===== src/rtl/uart_tx_arbiter_if.sv =====
// Request/ack bus plus serial-line outputs of the shared UART transmitter.
// The master side drives the byte producers and the pause control; the slave side is the arbiter.
interface uart_tx_arbiter_if #(
    parameter int unsigned NREQ = 4,
    parameter int unsigned IDW  = 2
);
    logic [NREQ-1:0]   req;
    logic [8*NREQ-1:0] din;
    logic              pause;
    logic [NREQ-1:0]   ack;
    logic              out;
    logic              busy;
    logic [IDW-1:0]    grant;

    modport master (
        output req, din, pause,
        input  ack, out, busy, grant
    );

    modport slave (
        input  req, din, pause,
        output ack, out, busy, grant
    );
endinterface


===== src/rtl/uart_tx_arbiter.sv =====
// Round-robin arbiter that serialises one requester byte per frame onto a shared line.
// Frame format: start bit 1, 8 data bits LSB first, stop bit 0, one bit per clock.
module uart_tx_arbiter #(
    parameter int unsigned NREQ = 4,
    parameter int unsigned IDW  = 2
) (
    input logic              clk,
    input logic              reset,
    uart_tx_arbiter_if.slave bus
);
    typedef enum logic [1:0] {StIdle, StStart, StData, StStop} state_e;

    state_e          state_q, state_d;
    logic [7:0]      shreg_q, shreg_d;
    logic [2:0]      cnt_q, cnt_d;
    logic [IDW-1:0]  rr_q, rr_d;
    logic [IDW-1:0]  grant_q, grant_d;
    logic [NREQ-1:0] ack_q, ack_d;
    logic            out_q, out_d;
    logic            busy_q, busy_d;

    logic [IDW-1:0]  cand;
    logic [IDW-1:0]  win_idx;
    logic            win_found;
    logic [7:0]      win_byte;
    logic            arb;

    // Scan from rr+1 upward with wrap so the last owner is lowest priority.
    always_comb begin
        cand      = '0;
        win_idx   = '0;
        win_found = 1'b0;
        win_byte  = '0;
        for (int k = 1; k <= int'(NREQ); k++) begin
            cand = IDW'((int'(rr_q) + k) % int'(NREQ));
            for (int i = 0; i < int'(NREQ); i++) begin
                if (!win_found && cand == IDW'(i) && bus.req[i]) begin
                    win_found = 1'b1;
                    win_idx   = cand;
                end
            end
        end
        for (int i = 0; i < int'(NREQ); i++) begin
            if (win_idx == IDW'(i)) begin
                win_byte = bus.din[8*i +: 8];
            end
        end
    end

    assign arb = (state_q == StIdle || state_q == StStop) && !bus.pause && win_found;

    always_ff @(posedge clk or posedge reset) begin
        if (reset) begin
            state_q <= StIdle;
        end else begin
            state_q <= state_d;
        end
    end

    always_comb begin
        state_d = state_q;
        unique case (state_q)
            StIdle, StStop: state_d = arb ? StStart : StIdle;
            StStart:        state_d = StData;
            StData:         if (cnt_q == 3'd7) state_d = StStop;
            default:        state_d = StIdle;
        endcase
    end

    always_comb begin
        shreg_d = shreg_q;
        cnt_d   = cnt_q;
        rr_d    = rr_q;
        grant_d = grant_q;
        ack_d   = '0;
        out_d   = 1'b0;
        busy_d  = busy_q;
        unique case (state_q)
            StIdle, StStop: begin
                if (arb) begin
                    shreg_d = win_byte;
                    rr_d    = win_idx;
                    grant_d = win_idx;
                    for (int i = 0; i < int'(NREQ); i++) begin
                        ack_d[i] = (win_idx == IDW'(i));
                    end
                    out_d   = 1'b1;
                    busy_d  = 1'b1;
                end else begin
                    busy_d  = 1'b0;
                end
            end
            StStart: begin
                out_d   = shreg_q[0];
                shreg_d = {1'b0, shreg_q[7:1]};
                cnt_d   = '0;
            end
            StData: begin
                // cnt counts bits 1..7 already sent; at 7 the stop bit (0) goes out.
                if (cnt_q != 3'd7) begin
                    out_d   = shreg_q[0];
                    shreg_d = {1'b0, shreg_q[7:1]};
                    cnt_d   = cnt_q + 3'd1;
                end
            end
            default: ;
        endcase
    end

    always_ff @(posedge clk or posedge reset) begin
        if (reset) begin
            shreg_q <= '0;
            cnt_q   <= '0;
            rr_q    <= IDW'(NREQ - 1);
            grant_q <= '0;
            ack_q   <= '0;
            out_q   <= 1'b0;
            busy_q  <= 1'b0;
        end else begin
            shreg_q <= shreg_d;
            cnt_q   <= cnt_d;
            rr_q    <= rr_d;
            grant_q <= grant_d;
            ack_q   <= ack_d;
            out_q   <= out_d;
            busy_q  <= busy_d;
        end
    end

    assign bus.ack   = ack_q;
    assign bus.out   = out_q;
    assign bus.busy  = busy_q;
    assign bus.grant = grant_q;
endmodule


===== src/flat_wrapper.sv =====
// flat-port wrapper written by rule: the top's interface ports become plain ports
module uart_tx_arbiter_flat 
#(
    parameter int unsigned NREQ = 4,
    parameter int unsigned IDW  = 2
)
  (clk, reset, bus_req, bus_din, bus_pause, bus_ack, bus_out, bus_busy, bus_grant);
  uart_tx_arbiter_if #(.NREQ(NREQ), .IDW(IDW)) bus_i ();
  input logic clk;
  input logic reset;
  input wire logic [$bits(bus_i.req)-1:0] bus_req;
  input wire logic [$bits(bus_i.din)-1:0] bus_din;
  input wire logic [$bits(bus_i.pause)-1:0] bus_pause;
  output wire logic [$bits(bus_i.ack)-1:0] bus_ack;
  output wire logic [$bits(bus_i.out)-1:0] bus_out;
  output wire logic [$bits(bus_i.busy)-1:0] bus_busy;
  output wire logic [$bits(bus_i.grant)-1:0] bus_grant;
  assign bus_i.req = bus_req;
  assign bus_i.din = bus_din;
  assign bus_i.pause = bus_pause;
  assign bus_ack = bus_i.ack;
  assign bus_out = bus_i.out;
  assign bus_busy = bus_i.busy;
  assign bus_grant = bus_i.grant;
  uart_tx_arbiter #(.NREQ(NREQ), .IDW(IDW)) u_core (.clk(clk), .reset(reset), .bus(bus_i));
endmodule

===== config.mk =====
export PLATFORM = sky130hd
export DESIGN_NAME = uart_tx_arbiter_flat
export DESIGN_NICKNAME = d
export VERILOG_FILES = /design/src/rtl/uart_tx_arbiter_if.sv /design/src/rtl/uart_tx_arbiter.sv /design/src/flat_wrapper.sv
export SDC_FILE = /design/constraint.sdc
export NUM_CORES = 1
export LEC_CHECK = 0
export CELL_PAD_IN_SITES_DETAIL_PLACEMENT = 0
export CELL_PAD_IN_SITES_GLOBAL_PLACEMENT = 1
export CORE_AREA = 2 2 72 74
export CTS_BUF_LIST = sky130_fd_sc_hd__clkbuf_4 sky130_fd_sc_hd__clkbuf_8
export CTS_CLUSTER_SIZE = 10
export DETAILED_ROUTE_END_ITERATION = 12
export DIE_AREA = 0 0 74 76
export HOLD_SLACK_MARGIN = 0.15
export PLACE_DENSITY = 0.92
export SLEW_MARGIN = 20
export SYNTH_ARGS = -nofsm -noshare
export SYNTH_HDL_FRONTEND = slang
export SYNTH_SLANG_ARGS = --single-unit

===== constraint.sdc =====
create_clock -name clk -period 5.6 [get_ports clk]
set_input_delay 1.68 -clock clk [delete_from_list [all_inputs] [get_ports clk]]
set_output_delay 1.68 -clock clk [all_outputs]
set_load 0.01 [all_outputs]

After elaboration in Yosys (flattened, before gate mapping):

Cells that the tools add are included.

* $add $sub $neg: 5
* eq/ne operators: 23
* mux-type cells: 49
* reductions and logical operators: 61

Operator list (count)
* $mux W8: 6
* $mux W2: 17
* $logic_and A1 B1 Y1: 33
* $eq A2 B2 Y1 const B: 12
* $pmux W8 S3: 1
* $mux W1: 19
* $logic_not A1 Y1: 16
* $eq A2 B1 Y1 const B: 6
* $logic_not A2 Y1: 6
* $mux W4: 2
* $ne A2 B1 Y1 const B: 3
* $pmux W2 S3: 1
* $pmux W3 S2: 1
* $reduce_and A2 Y1: 3
* $add A2 B1 Y2 const B: 2
* $add A2 B2 Y2 const B: 2
* $add A3 B1 Y3 const B: 1
* $eq A3 B3 Y1 const B: 1
* $mux W3: 1
* $ne A3 B3 Y1 const B: 1
* $pmux W1 S3: 1
* $reduce_bool A2 Y1: 1
* $reduce_or A2 Y1: 1
* $logic_or A1 B1 Y1: 1

* register bits after elaboration: 23
* input bits: 39
* word-level logic and storage cells: 146

Depth between registers and ports, before layout:

Gate-level depths: netlist (run 1).

* depth in word-level cells: 71
* gate-level depth with buffers: 13

Worst setup path after synthesis (run 1):

Ideal clock, no wire load.

* path type: input to register
* from: in bus_req[0]
* to: reg u_core.shreg_q[1]
* setup time: 0.126 ns
* data arrival time: 2.991 ns
* required time: 5.474 ns
* slack: 2.483 ns
* stages on the path: 8
* cells stage by stage: a22o_1 or2_4 nor2_1 nand4_1 nand4_2 buf_12 mux2i_1 o21ai_1

* longest elaborated chain between the ends: 69

Ends and longest elaborated chain
* start, declared: line flat_wrapper.sv:11 `input wire logic [$bits(bus_i.req)-1:0] bus_req;`
* $logic_and A1 B1 Y1: line uart_tx_arbiter.sv:37 `if (!win_found && cand == IDW'(i) && bus.req[i]) begin`
* $mux W1: line uart_tx_arbiter.sv:37
* $logic_not A1 Y1: line uart_tx_arbiter.sv:37
* $logic_and A1 B1 Y1 (2 in series): line uart_tx_arbiter.sv:37
* $mux W1: line uart_tx_arbiter.sv:37
* $logic_not A1 Y1: line uart_tx_arbiter.sv:37
* $logic_and A1 B1 Y1 (2 in series): line uart_tx_arbiter.sv:37
* $mux W1: line uart_tx_arbiter.sv:37
* [... 47 more ...]
* $mux W1: line uart_tx_arbiter.sv:37
* $logic_not A1 Y1: line uart_tx_arbiter.sv:37
* $logic_and A1 B1 Y1 (2 in series): line uart_tx_arbiter.sv:37
* $mux W2: line uart_tx_arbiter.sv:37
* $logic_not A2 Y1: line uart_tx_arbiter.sv:44 `if (win_idx == IDW'(i)) begin`
* $mux W8 (4 in series): line uart_tx_arbiter.sv:44
* $mux W8: line uart_tx_arbiter.sv:80 `if (arb) begin`
* $pmux W8 S3: line uart_tx_arbiter.sv:78 `unique case (state_q)`
* end signal, assigned: line uart_tx_arbiter.sv:120 `shreg_q <= shreg_d;`
* end, declared: line uart_tx_arbiter.sv:14 `logic [7:0] shreg_q, shreg_d;`

Parallel ways exist; a longest one is shown, timed or not. The select of a mux whose other input is x is not followed.
A chain may end at the register's enable or synchronous reset.

Worst setup path in the final report (run 1):

* from: reg u_core.rr_q[0]
* to: reg u_core.shreg_q[7]

* longest elaborated chain between the ends: 71

Ends and longest elaborated chain
* start, declared: line uart_tx_arbiter.sv:16 `logic [IDW-1:0] rr_q, rr_d;`
* start signal, assigned: line uart_tx_arbiter.sv:114 `rr_q <= IDW'(NREQ - 1);`
* start signal, assigned: line uart_tx_arbiter.sv:122 `rr_q <= rr_d;`
* $add A2 B1 Y2: line uart_tx_arbiter.sv:35 `cand = IDW'((int'(rr_q) + k) % int'(NREQ));`
* $logic_not A2 Y1: line uart_tx_arbiter.sv:37
* $logic_and A1 B1 Y1: line uart_tx_arbiter.sv:37
* $mux W1: line uart_tx_arbiter.sv:37
* $logic_not A1 Y1: line uart_tx_arbiter.sv:37
* $logic_and A1 B1 Y1 (2 in series): line uart_tx_arbiter.sv:37
* $mux W1: line uart_tx_arbiter.sv:37
* $logic_not A1 Y1: line uart_tx_arbiter.sv:37
* [... 50 more ...]
* $mux W1: line uart_tx_arbiter.sv:37
* $logic_not A1 Y1: line uart_tx_arbiter.sv:37
* $logic_and A1 B1 Y1 (2 in series): line uart_tx_arbiter.sv:37
* $mux W2: line uart_tx_arbiter.sv:37
* $logic_not A2 Y1: line uart_tx_arbiter.sv:44
* $mux W8 (4 in series): line uart_tx_arbiter.sv:44
* $mux W8: line uart_tx_arbiter.sv:80
* $pmux W8 S3: line uart_tx_arbiter.sv:78

Parallel ways exist; a longest one is shown, timed or not. The select of a mux whose other input is x is not followed.

==> impl_summary.md, run 1 <==
Synth
The number of flops mapped to enable cells by yosys is 0. The synthesis-stage register bit count is 23. The XOR/XNOR share of the synthesized area is 0%. The commonest cells after synthesis are sky130_fd_sc_hd__nor3_1 (28), sky130_fd_sc_hd__dfrtp_1 (21), sky130_fd_sc_hd__a211oi_1 (14), sky130_fd_sc_hd__o31ai_1 (14), sky130_fd_sc_hd__or3_1 (14). The top-area cell type share of the netlist area is between 20% and 30%. The area of the mapped netlist is approximately 1900 um^2.

The basic-gate share of the synthesized area counting and, or, nand and nor cells is between 20% and 30%. Ranked by total cell area, the synthesized netlist is headed by sky130_fd_sc_hd__dfrtp_1 (27%), sky130_fd_sc_hd__nor3_1 (7.3%), sky130_fd_sc_hd__ha_1 (5.9%). The synthesized-area fraction occupied by adder cells is under 10%.

After synthesis, the netlist uses 41 different library cells. Of all flip-flops after synthesis, the portion carrying an async set or reset was between 90% and 100%. The average footprint of a synthesized cell is approximately 8.9 um^2. Yosys instantiated no cell more often than sky130_fd_sc_hd__nor3_1.

Synthesis handed over a netlist of ~220 instances. The leading area contributor after synthesis is sky130_fd_sc_hd__dfrtp_1. The share of the synthesized area in compound gates (AO/OA/AOI/OAI) is roughly 29%. The most common flop cell mapped by yosys is sky130_fd_sc_hd__dfrtp_1.

The number of nets handed over by synthesis was ~260. After synthesis, the largest family of logic cells by area is compound AO/OA/AOI/OAI gates. Measured against the total synthesized area, the mux share comes to between 5 and 6%. Sequential cells were found to cover a little under a third of the synthesized design area.

The synthesis warning total is 0.

Clock network
The number of hold buffers added after cts is 0. After clock tree synthesis, the clock-pin slew on the worst setup and hold paths is about 0.070 ns. The number of sinks driven by the clock tree is 23. Post-CTS repair changed the size of 0 cells.

The clock network latency to the later pin of the worst-skew pair is roughly 0.26 ns. Buffers inserted during clock tree synthesis total 3. The number of buffers inserted by post-CTS setup repair is 0. In this run the deepest clock path goes through 2 buffers. The buffer type at the clock tree root is sky130_fd_sc_hd__clkbuf_8. The maximum level of the CTS H-tree is 1.

TritonCTS built the clock tree.

Floorplan
The initial utilization of the core area, before any placement, comes to between 30% and 40%. After floorplanning, the core was sized to cover just under 5000 um^2. The placement row count is 26. The overall die area is around 5600 um^2.

The height of the die is about 76 um. The number of placed I/O pins is between 40 and 50. The die is about 74 um wide.

Critical path
Counting cells, the worst reg-to-reg path comes to 9. The worst endpoint required time is between 5 and 6 ns. The startpoint of the most critical register-to-register path is u_core.rr_q[0]. The critical path in this run is classified as reg -> reg.

Along the worst path, the maximum fanout reaches 35. The critical path starts at u_core.rr_q[0]. STA classifies the critical path startpoint as a flip-flop. The endpoint type of the worst setup path is a flip-flop.

The end of the worst register-to-register path is u_core.shreg_q[7]. The worst setup slack for register-to-register paths is approximately 1.7 ns. For the worst setup path, the data arrival time is 4.05 ns.

STA
The count of final max-slew check failures is 0. Timing would allow up to between 200 and 300 MHz. The final number of setup-violating endpoints is 0. In the final timing run, aggregate negative setup slack is 0 ns. The worst path in the final design needs a cycle of 3.92 ns, including I/O delays and setup. The final clock period utilization by the worst path is a little over two thirds.

Across the routed clock network, the largest skew measured is between 0.003 and 0.004 ns. On the final layout, the worst hold slack is about 0.49 ns. The final hold violation count is 0. The headroom to the max-slew limit is 42.5%. Across all setup checks in the final design, the least slack found is between 1.5 and 2 ns. Setup repair after global routing left no endpoint under its margin. The actual slew at the worst max-slew pin is 0.862 ns.

Place
The number of buffers added on ports is 46. The minimum setup slack after placement is ~1.5 ns. The placed wire-length estimate is ~3200 um. The final weighted congestion in routability-driven placement is slightly above 0.8. After detailed placement, the total cell area comes to 2360 um^2.

Finish
Compared with the post-synthesis result, the final layout area differs by 25.3%. The fill cell instance count of the final layout is ~470. The share of layout cells above drive strength 1 is between 7 and 8%. Summing all flip-flop and latch instances after layout gives 578 um^2.

The repair_antennas step left the layout with diodes totalling 0. The footprint of the multi-input gates is 1210 um^2. At the end of the flow, the number of nets in the layout was between 200 and 300. After routing the design area is ~2400 um^2.

GRT
The number of global-route vias before repair is ~1.6k. Entering global routing, the biggest net connects 36 pins. The wire length of the first global-routing pass is a little over 7000 um. The overall overflow remaining after global route is 0. The global routing usage summed across all routing layers is between 10% and 20%.

The number of antenna violations at the first check in global routing is 0.

Min path
The startpoint identified for the worst hold timing path is u_core.bus.busy. The min-delay analysis places its worst path in the category reg -> reg. The end point of the most critical hold path is u_core.bus.busy.

Along the worst hold path, the cell count comes to 1.

Power
The worst-case vdd ir drop is about 0.00023 V. The sum of internal, switching and leakage power is roughly 1.6 mW. Power spread over the standard cell area amounts to roughly 640 nW/um^2. The leakage power is approximately 0.93 nW.

Status
The flow ran to the end, and the final reports show no timing, DRC or antenna violations.

Detailed routing
The first TritonRoute pass finished after 4 iterations. After detailed routing, the total wire length is 4290 um. The wire length per cell is 13.4 um. The number of DRC violations after detailed-routing iteration 0 is between 100 and 150. Once detail routing completed, the nets flagged for antenna violations numbered 0. The via count is 1744.

The remaining design rule violation count is 0. Using the TritonRoute via totals, the vias-per-cell ratio works out to between 5 and 6.

Flow run
The max-cap check violation count is 0.
## critical path, stage by stage (launching register included)
cell                       delay, ns
sky130_fd_sc_hd__dfstp_2        0.90
sky130_fd_sc_hd__inv_1          0.56
sky130_fd_sc_hd__ha_1           0.45
sky130_fd_sc_hd__a22o_1         0.29
sky130_fd_sc_hd__a211oi_4       0.52
sky130_fd_sc_hd__nor2_2         0.25
sky130_fd_sc_hd__o22ai_1        0.32
sky130_fd_sc_hd__nand2b_1       0.24
sky130_fd_sc_hd__nand2b_1       0.13
sky130_fd_sc_hd__o221ai_1       0.11
## worst max path at each step
stage	endpoint	slack, ns	cells past startpoint
5_1_grt	u_core.shreg_q[7]	1.34	9
3_5_place_dp	u_core.shreg_q[7]	1.47	8
6_report	u_core.shreg_q[7]	1.68	9
2_1_floorplan	u_core.shreg_q[1]	2.48	8
4_1_cts	u_core.shreg_q[7]	1.74	8
3_3_place_gp	u_core.shreg_q[7]	1.53	8
## logic make-up after synthesis
kind of cell             count (synthesis)
multiplexers                            10
adder cells (fa/ha/maj)                  9
flip-flops                              23
buffers and inverters                   22
AND/OR/NAND/NOR                         82
AO/OA/AOI/OAI                           69
## final cells by class
type | instances | share of cell area (%)
flip-flops and latches | 23 | 24.0
clock buffers | 3 | 1.71
well taps | 70 | 3.63
clock inverters | 1 | 0.208
multi-input cells | 170 | 50.4
inverters | 6 | 0.935
repair buffers | 46 | 19.1
## sequential cells by signal, indices dropped and copies added (netlist names)
signal,count
u_core.bus.ack,4
u_core.bus.busy,1
u_core.bus.grant,2
u_core.bus.out,1
u_core.cnt_q,3
u_core.rr_q,2
u_core.shreg_q,8
u_core.state_q,2
## through the flow
stage,std cells,utilization [%]
3_5_place_dp,315,48.1
3_3_place_gp,315,48.1
5_1_grt,319,49.1
2_1_floorplan,215,-
4_1_cts,319,49.1
6_report,319,49.1
## where the power goes
group | internal [mW] | switching (mW)
clock | 0.0495 | 0.0491
sequential | 0.251 | 0.0732
combinational | 0.481 | 0.650
## per-layer routing
| layer | track usage [%] | part of all wire [%] |
|---|---|---|
| met5 | 0 | 0 |
| met4 | 2.91 | 0.47 |
| met3 | 1.72 | 3.6 |
| met2 | 25.1 | 45 |
| met1 | 22.1 | 51 |
## cells in the final DEF (no fill, tap or decap), drive strengths merged, types with 2 or more instances in the layout
cell type / instances
o21a: 3
dfrtp: 21
nor2b: 3
nand2b: 4
nand3: 2
a32oi: 7
mux2i: 9
a22oi: 6
o21ai: 8
nor2: 14
inv: 6
or3: 14
dfstp: 2
ha: 9
a21oi: 2
nor3: 29
nand4: 2
nand2: 11
clkbuf: 3
a22o: 9
a211oi: 16
o31ai: 14
clkdlybuf4s50: 46
Power figures use the tool's default switching activity.
==> inputs of run 2 (changes only) <==
Settings changed: CORE_AREA 2 2 72 74 to 2 2 75 77, DIE_AREA 0 0 74 76 to 0 0 77 79, PLACE_DENSITY 0.92 to 0.86.
Clock period 5.6 ns to 3.7 ns, I/O delays scaled along.
==> impl_summary.md, run 2 (synthesis results as in run 1) <==
Clock network
The clock network latency to the later pin of the worst-skew pair is 0.26 ns (about the same). The number of hold buffers added after cts is 0 (unchanged). The number of instances resized during post-cts repair came to 0 (unchanged).

The buffer type at the clock tree root is sky130_fd_sc_hd__clkbuf_8 (unchanged). The maximum level of the CTS H-tree is 1 (unchanged). The clock tree from TritonCTS is yes (unchanged). The buffer levels on the longest clock path is 2 (unchanged). The number of buffers inserted by post-CTS setup repair is 0 (unchanged).

The clock buffer count from CTS came to 3 (unchanged). The CTS clock-pin slew for the worst setup and hold paths is 0.08 ns (was 0.07 ns). The number of sinks driven by the clock tree is 23 (unchanged).

STA
The count of final max-slew check failures is 0 (unchanged). The worst hold slack after final layout is 0.509 ns (was 0.492 ns). The final hold violation count is 0 (unchanged). Based on the critical path, the design can be clocked at up to roughly 310 MHz.

The worst setup slack after layout was 0.497 ns (was 1.68 ns). The final number of setup-violating endpoints was 0 (unchanged). Setup repair after global routing missed its margin: no (unchanged).

The clock skew came to 0.00349 ns (was 0.00324 ns). The shortest clock period the worst path allows after layout is around 3.2 ns. The total negative slack for setup checks is 0 ns (unchanged). The actual slew at the worst max-slew pin came to 0.856 ns (was 0.862 ns). The final clock period utilization by the worst path is approximately 87%. The headroom to the max-slew limit is 42.9% (was 42.5%).

Critical path
The most used cell along the critical path is sky130_fd_sc_hd__nand2b_1 (unchanged). The endpoint type of the worst setup path is a flip-flop (unchanged). The maximum cell stage delay along the critical path is 0.58 ns (was 0.90 ns). Cells traversed along the worst timing path: clkdlybuf4s50_1 -> a22o_1 -> or2_4 -> nor4_2 -> nor3_2 -> nand2b_1 -> nand2b_1 -> o221ai_1 (was inv_1 -> ha_1 -> a22o_1 -> a211oi_4 -> nor2_2 -> o22ai_1 -> nand2b_1 -> nand2b_1 -> o221ai_1). The buffers plus inverters on the worst setup path was 1 (unchanged).

The critical path data arrival time came to 3.38 ns (was 4.05 ns). The element type at the critical path start is an input pin (was flip-flop). The top cell family by delay on the critical path is simple AND/OR/NAND/NOR gates (was compound AO/OA/AOI/OAI gates). The classification of the worst setup path is in -> reg (was reg -> reg). The cell with the biggest individual delay on the critical path is sky130_fd_sc_hd__nor3_2 (was sky130_fd_sc_hd__dfstp_2). The worst-path maximum fanout was 13 (was 35). The worst endpoint required time is 3.88 ns (was 5.73 ns).

Finish
The number of flip-flops in the largest register came to 8 (unchanged). The number of cells in the finished layout apart from fillers is 327 (was 319). The number of inserted diodes is 0 (unchanged). The layout overhead on the synthesized area was 27.8% (was 25.3%). The register with the highest flop count is u_core.shreg_q (unchanged). Most frequent cells in the layout: sky130_fd_sc_hd__clkdlybuf4s50_1 (46), sky130_fd_sc_hd__nor3_1 (28), sky130_fd_sc_hd__dfrtp_1 (21) (unchanged). The post-layout instance area is 2460 um^2 (was 2410 um^2). The count of nets after finishing is 304 (was 298). The final core utilization is 46.0% (was 49.1%).

The most common cell after layout, fill and taps aside is sky130_fd_sc_hd__clkdlybuf4s50_1 (unchanged). The register area is 578 um^2 (unchanged). The fill cell instance count of the final layout is 541 (was 471). The footprint of the multi-input gates is 1210 um^2 (unchanged). The share of layout cells above drive strength 1 was 9.41% (was 7.23%).

Detailed routing
The number of vias per cell after detailed routing is 5.65 (was 5.47). The first-pass iteration count of the detailed router is 4 (unchanged). The final antenna-violating net count came to 0 (unchanged).

The remaining design rule violation count was 0 (unchanged). The final routed wirelength across all metal layers is 4670 um (was 4290 um). The number of DRC violations after detailed-routing iteration 0 is 76 (was 123).

The wire length per cell is 14.3 um (was 13.4 um). The via count came to 1846 (was 1744).

Floorplan
The horizontal extent of the die is 77 um (was 74 um). The overall die area is 6080 um^2 (was 5620 um^2). The placement row count is 27 (was 26). The effective utilization at floorplan was 36.0% (was 39.1%). The height of the die was 79 um (was 76 um). The area inside the core boundary is 5340 um^2 (was 4910 um^2).

The number of placed I/O pins was 47 (unchanged).

Place
The number of buffers added on ports is 46 (unchanged). The placed instance count came to 323 (was 315). The placed wire-length estimate came to 3460 um (was 3200 um).

The minimum setup slack after placement is 0.247 ns (was 1.47 ns). The placement-stage cell area was 2410 um^2 (was 2360 um^2). The final weighted congestion in routability-driven placement is 0.871 (was 0.810).

Power
The worst-case vdd ir drop came to 0.000429 V (was 0.000229 V). The leakage power is 0.958 nW (was 0.928 nW). The power density over the cells came to 999 nW/um^2 (was 645 nW/um^2). The sum of internal, switching and leakage power is 2.45 mW (was 1.55 mW).

Flow run
The max-cap check violation count came to 0 (unchanged).

GRT
The wire length of the first global-routing pass is 7860 um (was 7210 um). The number of global-route vias before repair was 1694 (was 1609). The maximum number of pins on one net before global-route repair is 35 (was 36). The global routing usage summed across all routing layers is 15.4% (was 15.5%). The number of antenna violations at the first check in global routing came to 0 (unchanged). The overall overflow remaining after global route is 0 (unchanged).

Min path
The class of the worst hold path is reg -> reg (unchanged).

Status
Status: finished, final reports clean (unchanged).
[run 2: cell count changes in the layout (fill, tap and decap cells not counted)]
cell	delta
sky130_fd_sc_hd__buf_4	+6
[run 2: report_power, final]
part | switching (mW) | internal (mW)
Clock | 0.0791 | 0.0752
Sequential | 0.0683 | 0.379
Combinational | 1.06 | 0.792
Total | 1.21 | 1.25
[run 2: path summary, 6_finish.rpt]
path                                      start                 to  slack, ns  depth (start not counted)
worst max-delay path                 bus_req[2]  u_core.shreg_q[7]       0.50                          8
min in group asynchronous                 reset  u_core.bus.ack[0]       1.32                          2
worst min-delay path            u_core.bus.busy    u_core.bus.busy       0.51                          1
max in group asynchronous                 reset  u_core.shreg_q[7]       1.85                          2
worst min register to register  u_core.bus.busy    u_core.bus.busy       0.51                          1
worst max register to register   u_core.rr_q[0]  u_core.shreg_q[7]       0.76                          9
[run 2: worst reg2reg max path: cells and delay by family, from the launching register on]
kind / cells / cell delay, ns
AOI/OAI and AO/OA: 2 / 0.37
adders and majority gates: 1 / 0.30
buffers and inverters: 1 / 0.31
DFF: 1 / 0.54
and+or+nand+nor: 5 / 1.34
[run 2: per-layer routing]
layer / part of all wire (%) / global-route usage [%] / vias to the layer above
met5: 0 / 0 / -
met4: 0.77 / 2.68 / 0
met3: 5.8 / 2.61 / 7
met2: 46 / 24.9 / 71
met1: 48 / 21.8 / 858
li1: - / - / 910
[run 2: layout make-up]
type / count / share of cell area, %
clock buffers: 3 / 1.68
clock inverters: 1 / 0.204
inverters: 6 / 0.916
multi-input cells: 170 / 49.4
flip-flops and latches: 23 / 23.5
well taps: 72 / 3.67
repair buffers: 52 / 20.6
==> inputs of run 3 (changes only) <==
Settings changed: HOLD_SLACK_MARGIN 0.15 to not set.
Clock period 3.7 ns to 3.14 ns, I/O delays scaled along.
==> impl_summary.md, run 3 (synthesis results as in run 1) <==
Floorplan
The number of placed I/O pins came to 47 (unchanged). The placement row count was 27 (unchanged). The horizontal extent of the die came to 77 um (unchanged). The overall die area is 6080 um^2 (unchanged).

The effective utilization at floorplan was 36.0% (unchanged). The area inside the core boundary is 5340 um^2 (unchanged). The height of the die is 79 um (unchanged).

STA
The headroom to the max-slew limit came to 44.7% (was 42.9%). The final hold violation count is 0 (unchanged). The actual slew at the worst max-slew pin is 0.829 ns (was 0.856 ns).

The clock period could shrink to between 2 and 3 ns. The final clock period utilization by the worst path is about nine tenths. The maximum clock frequency is 355 MHz. The clock skew is 0.00454 ns (was 0.00349 ns). The total negative slack for setup checks is 0 ns (unchanged). The count of final max-slew check failures came to 0 (unchanged). The worst setup slack after layout was 0.325 ns (was 0.497 ns). The final number of setup-violating endpoints is 0 (unchanged). Setup repair after global routing missed its margin: no (unchanged).

Finish
The share of layout cells above drive strength 1 is 11.5% (was 9.41%). The count of nets after finishing is 310 (was 304). The most common cell after layout, fill and taps aside is sky130_fd_sc_hd__clkdlybuf4s50_1 (unchanged). Most frequent cells in the layout: sky130_fd_sc_hd__clkdlybuf4s50_1 (46), sky130_fd_sc_hd__nor3_1 (28), sky130_fd_sc_hd__dfrtp_1 (21) (unchanged).

The number of flip-flops in the largest register came to 8 (unchanged). The register with the highest flop count is u_core.shreg_q (unchanged). The number of inserted diodes came to 0 (unchanged).

The fill cell instance count of the final layout is 551 (was 541). The layout overhead on the synthesized area came to 30.8% (was 27.8%).

Critical path
The endpoint type of the worst setup path is a flip-flop (unchanged). The worst-path maximum fanout is 7 (was 13). The worst endpoint required time is 3.33 ns (was 3.88 ns). The cell with the biggest individual delay on the critical path is sky130_fd_sc_hd__clkdlybuf4s50_1 (was sky130_fd_sc_hd__nor3_2). The maximum cell stage delay along the critical path is 0.55 ns (was 0.58 ns).

The critical path data arrival time was 3.01 ns (was 3.38 ns). Cells traversed along the worst timing path: clkdlybuf4s50_1 -> a22oi_1 -> a211oi_4 -> buf_4 -> or3_1 -> o31ai_1 -> a211oi_1 -> mux2i_1 -> o21ai_1 (was clkdlybuf4s50_1 -> a22o_1 -> or2_4 -> nor4_2 -> nor3_2 -> nand2b_1 -> nand2b_1 -> o221ai_1). The element type at the critical path start was an input pin (unchanged).

The classification of the worst setup path is in -> reg (unchanged).

Detailed routing
The wire length per cell is 13.8 um (was 14.3 um). The via count is 1838 (was 1846). The number of DRC violations after detailed-routing iteration 0 is 116 (was 76).

The remaining design rule violation count came to 0 (unchanged). The number of vias per cell after detailed routing came to 5.52 (was 5.65). The final routed wirelength across all metal layers is 4590 um (was 4670 um). The final antenna-violating net count came to 0 (unchanged). The first-pass iteration count of the detailed router is 4 (unchanged).

Clock network
The clock network latency to the later pin of the worst-skew pair is 0.26 ns (about the same). The buffer levels on the longest clock path is 2 (unchanged). The clock tree from TritonCTS is yes (unchanged). The maximum level of the CTS H-tree came to 1 (unchanged). The number of sinks driven by the clock tree is 23 (unchanged). The buffer type at the clock tree root is sky130_fd_sc_hd__clkbuf_8 (unchanged). The number of buffers inserted by post-CTS setup repair is 0 (unchanged). The number of instances resized during post-cts repair is 0 (unchanged). The number of hold buffers added after cts is 0 (unchanged). The CTS clock-pin slew for the worst setup and hold paths is 0.08 ns (about the same).

The clock buffer count from CTS is 3 (unchanged).

Power
The power density over the cells is 1200 nW/um^2 (was 999 nW/um^2). The worst-case vdd ir drop is 0.000441 V (was 0.000429 V). The sum of internal, switching and leakage power was 3.02 mW (was 2.45 mW). The leakage power is 0.991 nW (was 0.958 nW).

Min path
The class of the worst hold path is reg -> reg (unchanged).

Place
The minimum setup slack after placement was 0.0485 ns (was 0.247 ns). The number of buffers added on ports is 46 (unchanged). The final weighted congestion in routability-driven placement is 0.856 (was 0.871). The placed wire-length estimate is 3480 um (was 3460 um).

Flow run
The max-cap check violation count is 0 (unchanged).

GRT
The wire length of the first global-routing pass came to 8070 um (was 7860 um). The maximum number of pins on one net before global-route repair is 32 (was 35). The number of antenna violations at the first check in global routing came to 0 (unchanged).

The global routing usage summed across all routing layers is 15.6% (was 15.4%). The overall overflow remaining after global route came to 0 (unchanged). The number of global-route vias before repair is 1651 (was 1694).

Status
Status: finished, final reports clean (unchanged).
==> run 3: cell count changes in the layout (fill, tap and decap cells not counted), sizes merged <==
cell	delta
buf	+6
==> run 3: layer usage <==
| layer | vias to the layer above | track usage (%) | wire (um) |
|---|---|---|---|
| met1 | 861 | 23.8 | 2330 |
| met5 | - | 0 | 0 |
| met4 | 0 | 2.14 | 9 |
| met3 | 2 | 1.70 | 210 |
| met2 | 55 | 24.5 | 2040 |
| li1 | 920 | - | - |
==> run 3: report_power, final <==
part | leakage (nW) | switching [mW] | internal, mW
registers | 0.286 | 0.0821 | 0.447
clock network | 0.0255 | 0.0932 | 0.0885
logic | 0.679 | 1.26 | 1.05
==> run 3: critical path: cells and delay by family <==
| kind | cells | cell delay [ns] |
|---|---|---|
| multiplexers | 1 | 0.12 |
| buffers and inverters | 2 | 0.76 |
| AND/OR/NAND/NOR | 1 | 0.10 |
| AO/OA/AOI/OAI | 5 | 1.08 |
==> run 3: cell type report <==
cell class	instances	area (um^2)	area share [%]
clock inverters	1	5.00	0.199
well taps	72	90.1	3.58
repair buffers	58	563	22.4
clock buffers	3	41.3	1.64
multi-input cells	170	1210	48.3
inverters	6	22.5	0.896
flip-flops and latches	23	578	23.0
==> run 3: final timing paths <==
path / startpoint / endpoint / slack (ns) / depth (start not counted)
worst max-delay path: bus_req[2] / u_core.shreg_q[3] / 0.33 / 9
worst min-delay path: u_core.bus.busy / u_core.bus.busy / 0.49 / 1
worst max register to register: u_core.rr_q[0] / u_core.shreg_q[3] / 0.55 / 10
worst min register to register: u_core.bus.busy / u_core.bus.busy / 0.49 / 1
max in group asynchronous: reset / u_core.shreg_q[7] / 1.47 / 2
min in group asynchronous: reset / u_core.bus.out / 1.16 / 2
==> run 3: metrics by stage <==
step	utilization [%]	hold slack, ns	area (um^2)	std cells
final	47.1	0.487	2510	333
after global routing	47.1	0.512	2510	333
after CTS	47.1	0.493	2510	333
after detailed placement	46.2	0.475	2470	329
after global placement	46.2	0.465	2470	329
after floorplan	-	0.456	1920	215
